==> src/rtl/binary_entry_pkg.sv <==
// Shared types and ASCII constants for the binary entry controller.
package binary_entry_pkg;

  typedef enum logic [2:0] {
    IDLE      = 3'd0,
    PROMPT    = 3'd1,
    GET_DIGIT = 3'd2,
    GET_NL    = 3'd3,
    DONE      = 3'd4
  } state_t;

  localparam logic [7:0] ASCII_ZERO = 8'd48;
  localparam logic [7:0] ASCII_LF   = 8'h0A;
  localparam logic [7:0] ASCII_CR   = 8'h0D;

endpackage

==> src/rtl/ascii_bit_decode.sv <==
// Combinational ASCII-to-digit decode: v = char - '0' (8-bit wrap), is_bit = (v <= 1).
module ascii_bit_decode
  import binary_entry_pkg::*;
(
  input  logic [7:0] i_char_data,
  output logic [7:0] o_v,
  output logic       o_is_bit
);

  // Bytes below '0' wrap to large values and therefore never decode as a bit
  assign o_v      = i_char_data - ASCII_ZERO;
  assign o_is_bit = (o_v <= 8'd1);

endmodule

==> src/rtl/binary_entry_ctrl.sv <==
// Console-style binary entry sequencer: prompt, take one digit, drop the
// line terminator, shift digits MSB-first into a WIDTH-bit word.
// Optional macro STRICT_NEWLINE_EN: only LF/CR are accepted as terminators;
// anything else raises err and ends the session.
module binary_entry_ctrl
  import binary_entry_pkg::*;
#(
  parameter  int unsigned WIDTH = 8,
  localparam int unsigned CW    = $clog2(WIDTH + 1)
) (
  input  logic             i_clk,
  input  logic             i_rst_n,
  input  logic             i_start,
  input  logic             i_char_valid,
  input  logic [7:0]       i_char_data,
  output logic             o_char_ready,
  output logic             o_prompt,
  output logic             o_bit_valid,
  output logic             o_bit_value,
  output logic [WIDTH-1:0] o_word,
  output logic             o_word_valid,
  output logic [CW-1:0]    o_bit_count,
  output logic             o_done,
  output logic             o_err
);

  state_t             r_state, w_state_nxt;
  logic [WIDTH-1:0]   r_acc, w_acc_nxt;
  logic [CW-1:0]      r_cnt, w_cnt_nxt;
  logic [WIDTH-1:0]   r_word, w_word_nxt;
  logic               r_prompt, w_prompt_nxt;
  logic               r_bit_valid, w_bit_valid_nxt;
  logic               r_bit_value, w_bit_value_nxt;
  logic               r_word_valid, w_word_valid_nxt;
  logic               r_done, w_done_nxt;
  logic               r_err, w_err_nxt;

  logic [7:0]         w_v;
  logic               w_is_bit;
  logic               w_xfer;
  logic               w_unused_v;

  ascii_bit_decode u_decode (
    .i_char_data (i_char_data),
    .o_v         (w_v),
    .o_is_bit    (w_is_bit)
  );

  // Only bit 0 of the decoded value feeds the accumulator
  assign w_unused_v = ^w_v[7:1];

  // Byte acceptance is purely a function of state
  assign o_char_ready = (r_state == GET_DIGIT) || (r_state == GET_NL);
  assign w_xfer       = i_char_valid && o_char_ready;

  // State and registered outputs, synchronous active-low reset
  always_ff @(posedge i_clk) begin
    if (!i_rst_n) begin
      r_state      <= IDLE;
      r_acc        <= '0;
      r_cnt        <= '0;
      r_word       <= '0;
      r_prompt     <= 1'b0;
      r_bit_valid  <= 1'b0;
      r_bit_value  <= 1'b0;
      r_word_valid <= 1'b0;
      r_done       <= 1'b0;
      r_err        <= 1'b0;
    end else begin
      r_state      <= w_state_nxt;
      r_acc        <= w_acc_nxt;
      r_cnt        <= w_cnt_nxt;
      r_word       <= w_word_nxt;
      r_prompt     <= w_prompt_nxt;
      r_bit_valid  <= w_bit_valid_nxt;
      r_bit_value  <= w_bit_value_nxt;
      r_word_valid <= w_word_valid_nxt;
      r_done       <= w_done_nxt;
      r_err        <= w_err_nxt;
    end
  end

  // Next-state and next-output logic; pulses default low, levels hold
  always_comb begin
    w_state_nxt      = r_state;
    w_acc_nxt        = r_acc;
    w_cnt_nxt        = r_cnt;
    w_word_nxt       = r_word;
    w_prompt_nxt     = 1'b0;
    w_bit_valid_nxt  = 1'b0;
    w_bit_value_nxt  = r_bit_value;
    w_word_valid_nxt = 1'b0;
    w_done_nxt       = r_done;
    w_err_nxt        = r_err;

    case (r_state)
      IDLE: begin
        if (i_start) begin
          w_state_nxt  = PROMPT;
          w_prompt_nxt = 1'b1;
        end
      end

      PROMPT: begin
        w_state_nxt = GET_DIGIT;
      end

      GET_DIGIT: begin
        if (w_xfer) begin
          if (w_is_bit) begin
            w_acc_nxt       = {r_acc[WIDTH-2:0], w_v[0]};
            w_cnt_nxt       = r_cnt + CW'(1);
            w_bit_valid_nxt = 1'b1;
            w_bit_value_nxt = w_v[0];
            w_state_nxt     = GET_NL;
          end else begin
            // Non-digit ends the session, flushing any partial word
            w_state_nxt = DONE;
            w_done_nxt  = 1'b1;
            if (r_cnt != '0) begin
              w_word_valid_nxt = 1'b1;
              w_word_nxt       = r_acc;
            end
          end
        end
      end

      GET_NL: begin
        if (w_xfer) begin
`ifdef STRICT_NEWLINE_EN
          if ((i_char_data != ASCII_LF) && (i_char_data != ASCII_CR)) begin
            w_state_nxt = DONE;
            w_done_nxt  = 1'b1;
            w_err_nxt   = 1'b1;
            if (r_cnt != '0) begin
              w_word_valid_nxt = 1'b1;
              w_word_nxt       = r_acc;
            end
          end else begin
`endif
            if (r_cnt == CW'(WIDTH)) begin
              w_word_valid_nxt = 1'b1;
              w_word_nxt       = r_acc;
              w_acc_nxt        = '0;
              w_cnt_nxt        = '0;
            end
            w_state_nxt  = PROMPT;
            w_prompt_nxt = 1'b1;
`ifdef STRICT_NEWLINE_EN
          end
`endif
        end
      end

      DONE: begin
        if (i_start) begin
          w_done_nxt   = 1'b0;
          w_err_nxt    = 1'b0;
          w_acc_nxt    = '0;
          w_cnt_nxt    = '0;
          w_state_nxt  = PROMPT;
          w_prompt_nxt = 1'b1;
        end
      end

      default: begin
        w_state_nxt = IDLE;
      end
    endcase
  end

  assign o_prompt     = r_prompt;
  assign o_bit_valid  = r_bit_valid;
  assign o_bit_value  = r_bit_value;
  assign o_word       = r_word;
  assign o_word_valid = r_word_valid;
  assign o_bit_count  = r_cnt;
  assign o_done       = r_done;
  assign o_err        = r_err;

endmodule

==> config.mk <==
export PLATFORM = sky130hd
export DESIGN_NAME = binary_entry_ctrl
export DESIGN_NICKNAME = d
export VERILOG_FILES = /design/src/rtl/binary_entry_pkg.sv /design/src/rtl/ascii_bit_decode.sv /design/src/rtl/binary_entry_ctrl.sv
export SDC_FILE = /design/constraint.sdc
export NUM_CORES = 1
export LEC_CHECK = 0
export CORE_UTILIZATION = 30
export CTS_CLUSTER_DIAMETER = 30
export CTS_CLUSTER_SIZE = 14
export DETAILED_ROUTE_END_ITERATION = 8
export GPL_ROUTABILITY_DRIVEN = 1
export PLACE_DENSITY = 0.59
export SLEW_MARGIN = 20
export SYNTH_ARGS = -nofsm -noshare
export SYNTH_HDL_FRONTEND = slang
export SYNTH_HIERARCHICAL = 1
export SYNTH_SLANG_ARGS = --single-unit
==> constraint.sdc <==
create_clock -name i_clk -period 1.63 [get_ports i_clk]
set_clock_uncertainty 0.05 [all_clocks]
set_input_delay 0.163 -clock i_clk [delete_from_list [all_inputs] [get_ports i_clk]]
set_output_delay 0.163 -clock i_clk [all_outputs]
set_load 0.02 [all_outputs]
==> metrics.md, run 1 <==
| Metric | Value |
|---|---|
| R2r endpoint | o_word[7]$_SDFFE_PN0P_ |
| CTS root buf | clkbuf_8 |
| Clk_lat worst skew | roughly 0.28 ns |
| P per Cell Area | about 800 nW/um^2 |
| Global-route wire length before repair | between 5000 and 6000 um |
| CTS Buf Count | 3 |
| Clock buffer depth | 2 |
| CP bufs+invs | 2 |
| Initial Utilization | 31.2% |
| Share of layout cells above drive strength 1 | 25.8% |
| Routed vias | between 1000 and 1500 |
| Upper clock frequency limit | 630 MHz |
| Hpwl dp | roughly 2200 um |
| Number of remaining DRC errors | 0 |
| Reg2Reg Depth | 7 |
| Avg Cell Area, Syn | 9.43 um^2 |
| CTS tree | yes |
| Outcome | completed |
| Vias/cell | approximately 4.9 |
| Critical Path Fanout Max | 8 |
| Clock sinks | 28 |
| Clock Pin Slew Worst Setup and Hold Paths | 0.10 ns |
| DRT antenna net count | 0 |
| Reg2reg start | o_bit_count[1]$_SDFFE_PN0P_ |
| Design Area, Final | between 1500 and 2000 um^2 |
| Vias in the first global route | between 1000 and 1500 |
| Number of max-cap violations | 0 |
| Pleak | approximately 0.83 nW |
| Synth Cell Area | ~1300 um^2 |
| Gate power share | 21.2% |
| Tot GR Track Use | between 10% and 20% |
| Yosys warns | 6 |
| Die Span Y | around 69 um |
| Placed cell area | between 1500 and 2000 um^2 |
| Flop2flop setup slack | between 0.04 and 0.05 ns |
| Hold Path Class | flop to flop |
| Net Sw Frac | between 20% and 30% |
| Total power | about 0.0016 W |
| DR iter-0 viols | 57 |
| Fin crit share | roughly 100% |
| Slew Limit Fails | 0 |
| IO Port Bufs | 29 |
| Setup crit start kind | flop |
| Cell depth of the worst setup path | 7 |
| Critical Path AT | between 1.5 and 2 ns |
| Final min period | ~1.6 ns |
| Total global routing overflow | 0 |
| Final setup violation count | 0 |
| Crit-path slowest cell | a2111oi_4 |
| Initial DRT Pass Iterations | 4 |
| CTS Hold Bufs | 0 |
| Kind of cell adding the most delay to the critical path | compound AO/OA/AOI/OAI gates |
| Unrepaired setup endpoints after global routing | yes |
| Area Overhead vs Synth | 44.5% |
| Fin. Hold Viols | 0 |
| Initial antenna violation count | 0 |
| Final RePlAce weighted congestion | about 0.8 |
| Delay of the slowest cell on the worst path | around 0.4 ns |
| Setup TNS | 0 ns |
| # H-tree levels | 1 |
| Row count | 24 |
| Setup CP Type | flop to flop |
| Setup crit start | o_bit_count[1]$_SDFFE_PN0P_ |
| Sequential share of power | between 40% and 50% |
| Clk pwr share | 31.1% |
| Area of the core | roughly 4300 um^2 |
| Synth Instances | about 140 |
| VDD IR max | around 0.00054 V |
| Total Wirelength | between 3000 and 4000 um |
| Die Wd | 69.1 um |
| # diodes | 0 |
| Critical Path RT | 1.79 ns |
| # IOs | 31 |
| Final Net Count | around 210 |
| Worst setup path end | o_word[7]$_SDFFE_PN0P_ |
| Psw | between 0.0004 and 0.0005 W |
| Die Area | 4770 um^2 |
| Syn nets | between 150 and 200 |
| Crit end category | flop |
| Internal | 0.00115 W |
| WL per Instance | 12.4 um |
| Cell Chain, Critical Path | inv_2, ha_4, nand2b_4, nor2_4, a2111oi_4, buf_12, mux2i_1 |
| Largest net degree at the start of global routing | 19 |
-- power groups by stage --
stage | Clock, W | Combinational (W) | Sequential [W]
finish | 0.000494 | 0.000336 | 0.000756
global route | 0.000550 | 0.000369 | 0.000762
CTS | 0.000512 | 0.000335 | 0.000751
detailed placement | 0 | 0.000338 | 0.000762
global placement | 0 | 0.000333 | 0.000760
floorplan | 0 | 0.000215 | 0.000748
-- layout make-up --
class                           count  area [um^2]
Clock buffer                        4         66.3
Fill cell                         445         2370
Inverter                            3         11.3
Tap cell                           52         65.1
Timing Repair Buffer               52          483
Sequential cell                    28          574
Multi-Input combinational cell    103          749
-- sequential cells by signal, indices dropped and copies added, names as in the netlist --
name	cells
o_bit_value	1
o_done	1
o_bit_valid	1
r_acc	8
r_state	3
o_prompt	1
o_word_valid	1
o_word	8
o_bit_count	4
-- cell usage in the layout (no fill, tap or decap), drive strengths merged, types with 3 or more instances in the layout --
| master | instances |
|---|---|
| dlygate4sd2 | 5 |
| clkdlybuf4s50 | 20 |
| a21oi | 6 |
| buf | 26 |
| o21ai | 4 |
| dfxtp | 28 |
| and3b | 4 |
| ha | 3 |
| inv | 3 |
| nand3 | 12 |
| mux2i | 17 |
| nand2 | 24 |
| clkbuf | 4 |
| nor2 | 6 |
-- worst min path at each step --
| stage | startpoint | to | depth (start not counted) |
|---|---|---|---|
| finish | o_word[2]$_SDFFE_PN0P_ | o_word[2]$_SDFFE_PN0P_ | 2 |
| global route | o_word[1]$_SDFFE_PN0P_ | o_word[1]$_SDFFE_PN0P_ | 2 |
| CTS | o_word[2]$_SDFFE_PN0P_ | o_word[2]$_SDFFE_PN0P_ | 2 |
| detailed placement | o_word[2]$_SDFFE_PN0P_ | o_word[2]$_SDFFE_PN0P_ | 2 |
| global placement | o_word[4]$_SDFFE_PN0P_ | o_word[4]$_SDFFE_PN0P_ | 2 |
| floorplan | i_rst_n | o_bit_valid$_SDFF_PN0_ | 2 |
-- layer usage --
metal / up-vias / GRT usage [%] / share of wire [%]
met5: - / 0 / 0
met3: 2 / 3.95 / 5.2
met2: 29 / 24.1 / 49
met1: 546 / 15.3 / 45
met4: 0 / 2.72 / 0.40
li1: 597 / - / -
-- timing repair --
item	CTS	global route
gates resized for setup	23	4
endpoints found under the setup margin	23	20
pin swaps	5	6
buffers inserted	5	1
-- metrics by stage --
step / hold WS (ns) / utilization [%] / std cells / setup WS (ns)
2_1_floorplan: 0.247 / - / 143 / -0.0376
4_1_cts: 0.419 / 44.6 / 241 / 0.0137
5_1_grt: 0.445 / 45.1 / 242 / -0.0247
3_3_place_gp: 0.394 / 42.2 / 232 / -0.403
6_report: 0.414 / 45.1 / 242 / 0.0420
3_5_place_dp: 0.395 / 42.2 / 232 / -0.463
-- worst reg2reg max path, delay by kind of cell, from the launching register on --
kind,cells,cell delay (ns)
simple gates,2,0.13
buf+inv,2,0.23
fa+ha+maj,1,0.16
mux,1,0.18
flops,1,0.36
compound gates,1,0.39
(Power assumes the default switching activity.)
==> run 2, diff against run 1 <==
- CORE_UTILIZATION: 30 -> 42
- PLACE_DENSITY: 0.59 -> 0.76
==> run 2 against run 1 <==
Combinational power rose by 16%. Worst setup slack got worse by 0.024 ns. Critical path depth did not move. Sequential power fell by 0.7%. Sequential share of layout area fell by 0.52 points. Design area rose by 1.8%.
==> metrics.md, run 2 (synthesis results as in run 1) <==
| Metric | Value |
|---|---|
| Outcome | completed |
| Delay of the slowest cell on the worst path | 0.47 ns (+0.08 ns) |
| Unrepaired setup endpoints after global routing | yes |
| Hold endpoint | o_bit_value$_SDFFE_PN0P_ |
| CTS Buf Count | 3 (unchanged) |
| Final RePlAce weighted congestion | 0.849 (+2.9%) |
| P per Cell Area | 807 nW/um^2 (-0.80%) |
| Die Area | 3440 um^2 (-28%) |
| Initial Utilization | 44.2% (+13 points) |
| Fin crit share | 98.9% (+1.5 points) |
| Final Non-Filler Cells | 239 (-1.2%) |
| Total Wirelength | 3140 um (+4.3%) |
| Psw | 0.000434 W (-0.54%) |
| Number of remaining DRC errors | 0 (unchanged) |
| Vias/cell | 5.13 (+5.8%) |
| Sequential share of power | 46.9% (-0.8 points) |
| Initial DRT Pass Iterations | 4 (unchanged) |
| CTS root buf | clkbuf_4 |
| Number of max-cap violations | 0 (unchanged) |
| Fin. Hold Viols | 0 (unchanged) |
| Setup crit start kind | input port |
| Final setup violation count | 0 (unchanged) |
| DR iter-0 viols | 36 (-37%) |
| Upper clock frequency limit | 620 MHz (-1.5%) |
| Clk pwr share | 28.8% (-2.3 points) |
| Routed vias | 1227 (+4.5%) |
| Die Span Y | 58.7 um (-15%) |
| DRT antenna net count | 0 (unchanged) |
| Area Overhead vs Synth | 47.1% |
| WL per Instance | 13.1 um (+5.6%) |
| Hold Path Class | input port to flop |
| Internal | 0.00117 W (+1.6%) |
| Global-route wire length before repair | 4910 um (-5.2%) |
| Clock sinks | 28 (unchanged) |
| Flop2flop setup slack | 0.02 ns (-0.02 ns) |
| CTS tree | yes |
| # IOs | 31 (unchanged) |
| Crit end category | flop |
| Setup CP Type | input port to flop |
| Net Sw Frac | 27.1% (-0.41 points) |
| Slew Limit Fails | 0 (unchanged) |
| Tot GR Track Use | 18.9% (+5.6 points) |
| Pleak | 0.857 nW (+3.2%) |
| Reg2Reg Depth | 6 (-1) |
| Hold Path Cell Cnt | 3 (+1) |
| Clock buffer depth | 2 (unchanged) |
| Placed cell count | 227 (-2.2%) |
| Total global routing overflow | 0 (unchanged) |
| IO Port Bufs | 29 (unchanged) |
| Final Net Count | 211 (+2.4%) |
| Critical Path Fanout Max | 8 (unchanged) |
| # H-tree levels | 1 (unchanged) |
| VDD IR max | 0.000499 V (-7.7%) |
| Clock Pin Slew Worst Setup and Hold Paths | 0.16 ns (+0.06 ns) |
| Reg2reg start | o_bit_count[0]$_SDFFE_PN0P_ |
| Cell Chain, Critical Path | clkdlybuf4s50_1, nor4_2, o211a_1, and2b_2, a2111oi_4, buf_12, mux2i_4 |
| Setup crit start | i_char_data[1] |
| Setup TNS | 0 ns (unchanged) |
| Row count | 20 (-17%) |
| R2r endpoint | o_word[1]$_SDFFE_PN0P_ |
| Commonest non-fill, non-tap cells in the layout | nand2_1 (24), buf_4 (24), dfxtp_1 (23) |
| Initial antenna violation count | 0 (unchanged) |
| Largest net degree at the start of global routing | 19 (unchanged) |
| Critical Path RT | 1.85 ns (+0.06 ns) |
| Hpwl dp | 2280 um (+1.5%) |
| Vias in the first global route | 1157 (-1.4%) |
| Area of the core | 3050 um^2 (-29%) |
| Kind of cell adding the most delay to the critical path | buffers and inverters |
| Crit-path slowest cell | clkdlybuf4s50_1 |
| Die Wd | 58.7 um (-15%) |
| Final min period | 1.61 ns (+0.0237 ns) |
| # diodes | 0 (unchanged) |
| Clk_lat worst skew | 0.33 ns (+0.05 ns) |
| CP bufs+invs | 2 (unchanged) |
| Gate power share | 24.3% (+3.1 points) |
| Share of layout cells above drive strength 1 | 26.2% (+0.36 points) |
| Hold path startpoint | i_char_data[0] |
| Critical Path AT | 1.83 ns (+0.08 ns) |
==> run 2: power groups by stage <==
stage	Combinational (W)	Clock (W)	Sequential [W]
after global placement	0.000314	0	0.000771
after floorplan	0.000215	0	0.000748
after CTS	0.000323	0.000470	0.000767
after detailed placement	0.000323	0	0.000774
final	0.000389	0.000461	0.000751
after global routing	0.000419	0.000489	0.000757
==> run 2: routing by layer <==
| metal | track usage (%) | up-vias | wire length (um) |
|---|---|---|---|
| met4 | 8.16 | 0 | 20 |
| met1 | 22.0 | 575 | 1370 |
| met3 | 2.64 | 2 | 183 |
| li1 | - | 606 | - |
| met2 | 34.5 | 44 | 1560 |
| met5 | 0 | - | 0 |
==> run 2: tightest hold or removal path, cell delays in order <==
cell             delay, ns
clkdlybuf4s50_1       0.43
nand3_1               0.08
a21oi_1               0.05
==> run 2: worst max-delay path by stage <==
stage,cells past startpoint,slack (ns),to
floorplan,6,-0.04,o_word[0]$_SDFFE_PN0P_
global placement,7,-0.35,o_word[0]$_SDFFE_PN0P_
detailed placement,7,-0.44,o_word[1]$_SDFFE_PN0P_
finish,7,0.02,o_word[1]$_SDFFE_PN0P_
global route,6,-0.03,o_word[1]$_SDFFE_PN0P_
CTS,7,-0.02,o_word[1]$_SDFFE_PN0P_
==> run 2: area by class of cell <==
| cell class | count | area (um^2) |
|---|---|---|
| fillers | 258 | 1070 |
| multi-input cells | 103 | 752 |
| flip-flops and latches | 28 | 574 |
| repair buffers | 57 | 534 |
| well taps | 44 | 55.1 |
| clock inverters | 1 | 30.0 |
| clock buffers | 3 | 22.5 |
| inverters | 3 | 16.3 |
==> run 2: what timing repair did <==
item	in CTS	in global routing
gates resized for setup	18	3
endpoints found under the setup margin	15	8
buffers inserted	2	6
hold buffers	0	0
pin swaps	6	1
==> run 2: per-stage QoR <==
step / worst slack, ns / hold slack [ns] / util, % / total power [W] / area [um^2]
floorplan: -0.0376 / 0.247 / - / 0.000962 / 1380
global placement: -0.348 / 0.394 / 60.1 / 0.00109 / 1840
detailed placement: -0.441 / 0.399 / 60.1 / 0.00110 / 1840
CTS: -0.0179 / 0.379 / 63.1 / 0.00156 / 1930
global route: -0.0288 / 0.386 / 65.0 / 0.00166 / 1980
finish: 0.0183 / 0.376 / 65.0 / 0.00160 / 1980
==> edit 1 (config.mk and constraints of run 1) <==
Build with the macro `STRICT_NEWLINE_EN` defined.
--- a/src/rtl/binary_entry_ctrl.sv
+++ b/src/rtl/binary_entry_ctrl.sv
@@ -3,4 +3,6 @@
 // Optional macro STRICT_NEWLINE_EN: only LF/CR are accepted as terminators;
 // anything else raises err and ends the session.
+`define STRICT_NEWLINE_EN
+
 module binary_entry_ctrl
   import binary_entry_pkg::*;
Behaviour: not the same (Yosys sat finds a counterexample within 10 cycles, from zero or initial values and one cycle with i_rst_n low).
==> edit 1 against run 1 <==
  * Sequential power up 0.9%
  * Area after synthesis is 3.8% higher
  * The run now ends with setup timing left
  * Hold slack lost 0.17 ns
  * Design area increased by 19%
  * Count of clock-buffer cells in the layout rose by 3
  * Critical path type is now input port to register
  * Utilization increased by 7.3 points
  * Register-to-register slack lost 0.11 ns
  * Sequential cell count up 1
  * Total power is 23% higher
  * Routed wire length increased by 22%
  * Largest cell class unchanged
  * Setup slack worse by 0.12 ns
  * Via count rose by 21%
  * Cell count up 19%
==> edit 1: results (changes against run 1) <==
- Status: complete, but fails checks (was finished clean)
- Failing checks: setup timing
- Worst slack at placement: -0.7322 ns (was -0.4630 ns)
- Wire length on met2: 1.673 mm (was 1.475 mm)
- IO Port Bufs: 30 (was 29)
- Hold Crit Start: i_char_data[0] (was o_word[2])
- 1st-pass router iterations: 4 (unchanged)
- Met3 Use GR: 0.03752 (was 0.03947)
- Placed insts: 277 (was 232)
- DP Area: 0.002042 mm^2 (was 0.001823 mm^2)
- Critical Path Source: i_char_data[4] (was o_bit_count[1])
- Critical R2R Capture: r_acc[7] (was o_word[7])
- H-tree depth: 2 (was 1)
- Final WL: 3.679 mm (was 3.011 mm)
- Endpoints failing setup: 11 (was 0)
- Met1 Resource Use GR: 0.2066 (was 0.1531)
- WL met1: 1.754 mm (was 1.366 mm)
- Worst R2R Start: r_state[0] (was o_bit_count[1])
- Worst setup margin: -0.07679 ns (was 0.04199 ns)
- TritonCTS buffer count: 5 (was 3)
- Vias per cell: 4.903 (was 4.851)
- Critical Path AT: 1.87 ns (was 1.75 ns)
- Peak fanout along the critical path: 7 (was 8)
- Hold WS: 0.2405 ns (was 0.4139 ns)
- Met3 WL post-DR: 186 um (was 156 um)
- Vias in the first global route: 1289 (was 1174)
- Non-filler cells in the finished layout: 289 (was 242)
- Leakage: 0.8504 nW (was 0.8300 nW)
- Min-delay worst type: input port to register (was register to register)
- Largest net degree at the start of global routing: 17 (was 19)
- Crit-path slowest cell: or4b_4 (was a2111oi_4)
- Post-DP HPWL: 2.535 mm (was 2.247 mm)
- Final net count: 251 (was 206)
- Clock slew at reported path FFs: 0.06 ns (was 0.10 ns)
- Ratio of cells with drive above 1 in the final layout: 0.3840 (was 0.2579)
- GRT Overall Usage: 0.1560 (was 0.1328)
- CP endpoint: r_acc[7] (was o_word[7])
## edit 1: cell types whose count changed in the layout (fill, tap and decap cells not counted), moves of 4 or more
cell / change
a21oi_1: +10
nand3_2: +7
nand2_1: +8
nand3_1: -8
inv_1: +4
a21oi_2: +6
mux2i_1: -8
buf_4: +17
## edit 1: power breakdown
part           total (mW)  switching [mW]  internal (mW)
clock network       0.774           0.276          0.498
registers           0.763          0.0281          0.735
logic               0.416           0.196          0.220
total                1.95           0.500           1.45
## edit 1: what timing repair did
action / 4_1_cts / 5_1_grt
buffers inserted: 1 / 3
resized for setup: 51 / 15
pin swaps: 21 / 11
hold endpoints to repair: 0 / 0
endpoints found under the setup margin: 28 / 22
## edit 1: cell type report
| class | count | area [um^2] |
|---|---|---|
| timing repair buffer | 71 | 621.8 |
| clock inverter | 1 | 30.03 |
| multi-input combinational | 123 | 902.1 |
| sequential | 29 | 584.3 |
| clock buffer | 7 | 86.33 |
| tap | 52 | 65.06 |
| inverter | 6 | 22.52 |
| fill | 414 | 2102 |
==> edit 2 (config.mk and constraints of run 1) <==
Made on the original files. Take the reset off `r_word` and load it in a clocked block of its own.
--- a/src/rtl/binary_entry_ctrl.sv
+++ b/src/rtl/binary_entry_ctrl.sv
@@ -60,5 +60,4 @@
       r_acc        <= '0;
       r_cnt        <= '0;
-      r_word       <= '0;
       r_prompt     <= 1'b0;
       r_bit_valid  <= 1'b0;
@@ -71,5 +70,4 @@
       r_acc        <= w_acc_nxt;
       r_cnt        <= w_cnt_nxt;
-      r_word       <= w_word_nxt;
       r_prompt     <= w_prompt_nxt;
       r_bit_valid  <= w_bit_valid_nxt;
@@ -79,4 +77,8 @@
       r_err        <= w_err_nxt;
     end
+  end
+
+  always_ff @(posedge i_clk) begin
+    r_word <= w_word_nxt;
   end
 
Function: differs if i_rst_n is asserted again (counterexample within 10 cycles, from zero or initial values and one cycle with i_rst_n low); with i_rst_n held inactive, the same outputs for 10 cycles.
==> edit 2 against run 1 <==
  * Total power increased by 22%
  * Largest power group unchanged
  * Clock power rose by 9.1%
  * Routed wire length down 4.3%
  * Highest routed layer unchanged
  * Maximum frequency is 2.0% lower
  * Cell count shrank 8.7%
  * Setup slack lost 0.032 ns
  * Area after synthesis fell by 2.8%
  * Sequential share of layout area is 4.3 points higher
  * Sequential cell count unchanged
  * Design area is 0.51% lower
==> edit 2: results (changes against run 1) <==
- DP Area: 0.001788 mm^2 (was 0.001823 mm^2)
- Maximum vdd drop: 0.0005041 V (was 0.0005401 V)
- First-pass GRT wire length: 4.761 mm (was 5.175 mm)
- Post-DP HPWL: 2.122 mm (was 2.247 mm)
- Final WL: 2.881 mm (was 3.011 mm)
- Final net count: 187 (was 206)
- Synth Instances: 127 (was 143)
- Ratio of cells with drive above 1 in the final layout: 0.2749 (was 0.2579)
- Via count: 1105 (was 1174)
- Placed insts: 213 (was 232)
- GRT Overall Usage: 0.1350 (was 0.1328)
- Leakage: 0.7140 nW (was 0.8300 nW)
- 1st-iter DRT viols: 43 (was 57)
- Peak fanout along the critical path: 5 (was 8)
- Critical Path AT: 1.56 ns (was 1.75 ns)
- Clk buf depth: 2 (unchanged)
- FILL cells: 376 (was 445)
- WL met1: 1.291 mm (was 1.366 mm)
- Placer Congestion: 0.8145 (was 0.8245)
- Net Count, Synth: 142 (was 158)
- Ant diodes: 0 (unchanged)
- Status: finished clean (unchanged)
- Wire length on met2: 1.464 mm (was 1.475 mm)
- Initial antenna violation count: 0 (unchanged)
- Met3 WL post-DR: 106 um (was 156 um)
- Largest net degree at the start of global routing: 17 (was 19)
- Non-filler cells in the finished layout: 221 (was 242)
- Worst slack at placement: -0.4567 ns (was -0.4630 ns)
## edit 2: area by class of cell
cell class / instances / area, um^2 / area share
clock buffers: 3 / 41.29 / 0.02129
clock inverters: 1 / 30.03 / 0.01548
inverters: 6 / 32.53 / 0.01677
multi-input cells: 84 / 659.4 / 0.3400
flip-flops and latches: 28 / 654.4 / 0.3374
well taps: 50 / 62.56 / 0.03226
repair buffers: 49 / 459.2 / 0.2368
## edit 2: worst paths after layout
kind | from | end | slack [ns] | cells after the start
worst max-delay path | o_bit_count[1] | o_word[1] | 0.01 | 5
worst min register to register | r_acc[7] | o_word[7] | 0.40 | 0
worst max register to register | o_bit_count[1] | o_word[1] | 0.01 | 5
worst min-delay path | r_acc[7] | o_word[7] | 0.40 | 0
## edit 2: timing repair
action	4_1_cts	5_1_grt
endpoints found under the setup margin	23	21
pin swaps	9	10
endpoints found under the hold margin	0	0
cloned	1	0
buffers inserted	1	2
gates resized for setup	17	8
## edit 2: critical path, cell delays in order (launching register included)
cell,delay [ns]
dfxtp_4,0.38
inv_4,0.06
ha_4,0.13
nand2b_4,0.08
a2111oi_4,0.42
buf_2,0.21
## edit 2: per-layer routing
layer	vias up	global-route usage
met2	34	0.2426
met1	512	0.1704
met4	0	0.03125
li1	557	-
met5	-	0
met3	2	0.01500
## edit 2: power by group
group / switching, mW / internal (mW) / total, mW
Sequential: 0.0460 / 0.751 / 0.797
Clock: 0.211 / 0.328 / 0.539
Combinational: 0.319 / 0.274 / 0.593
Total: 0.576 / 1.35 / 1.93
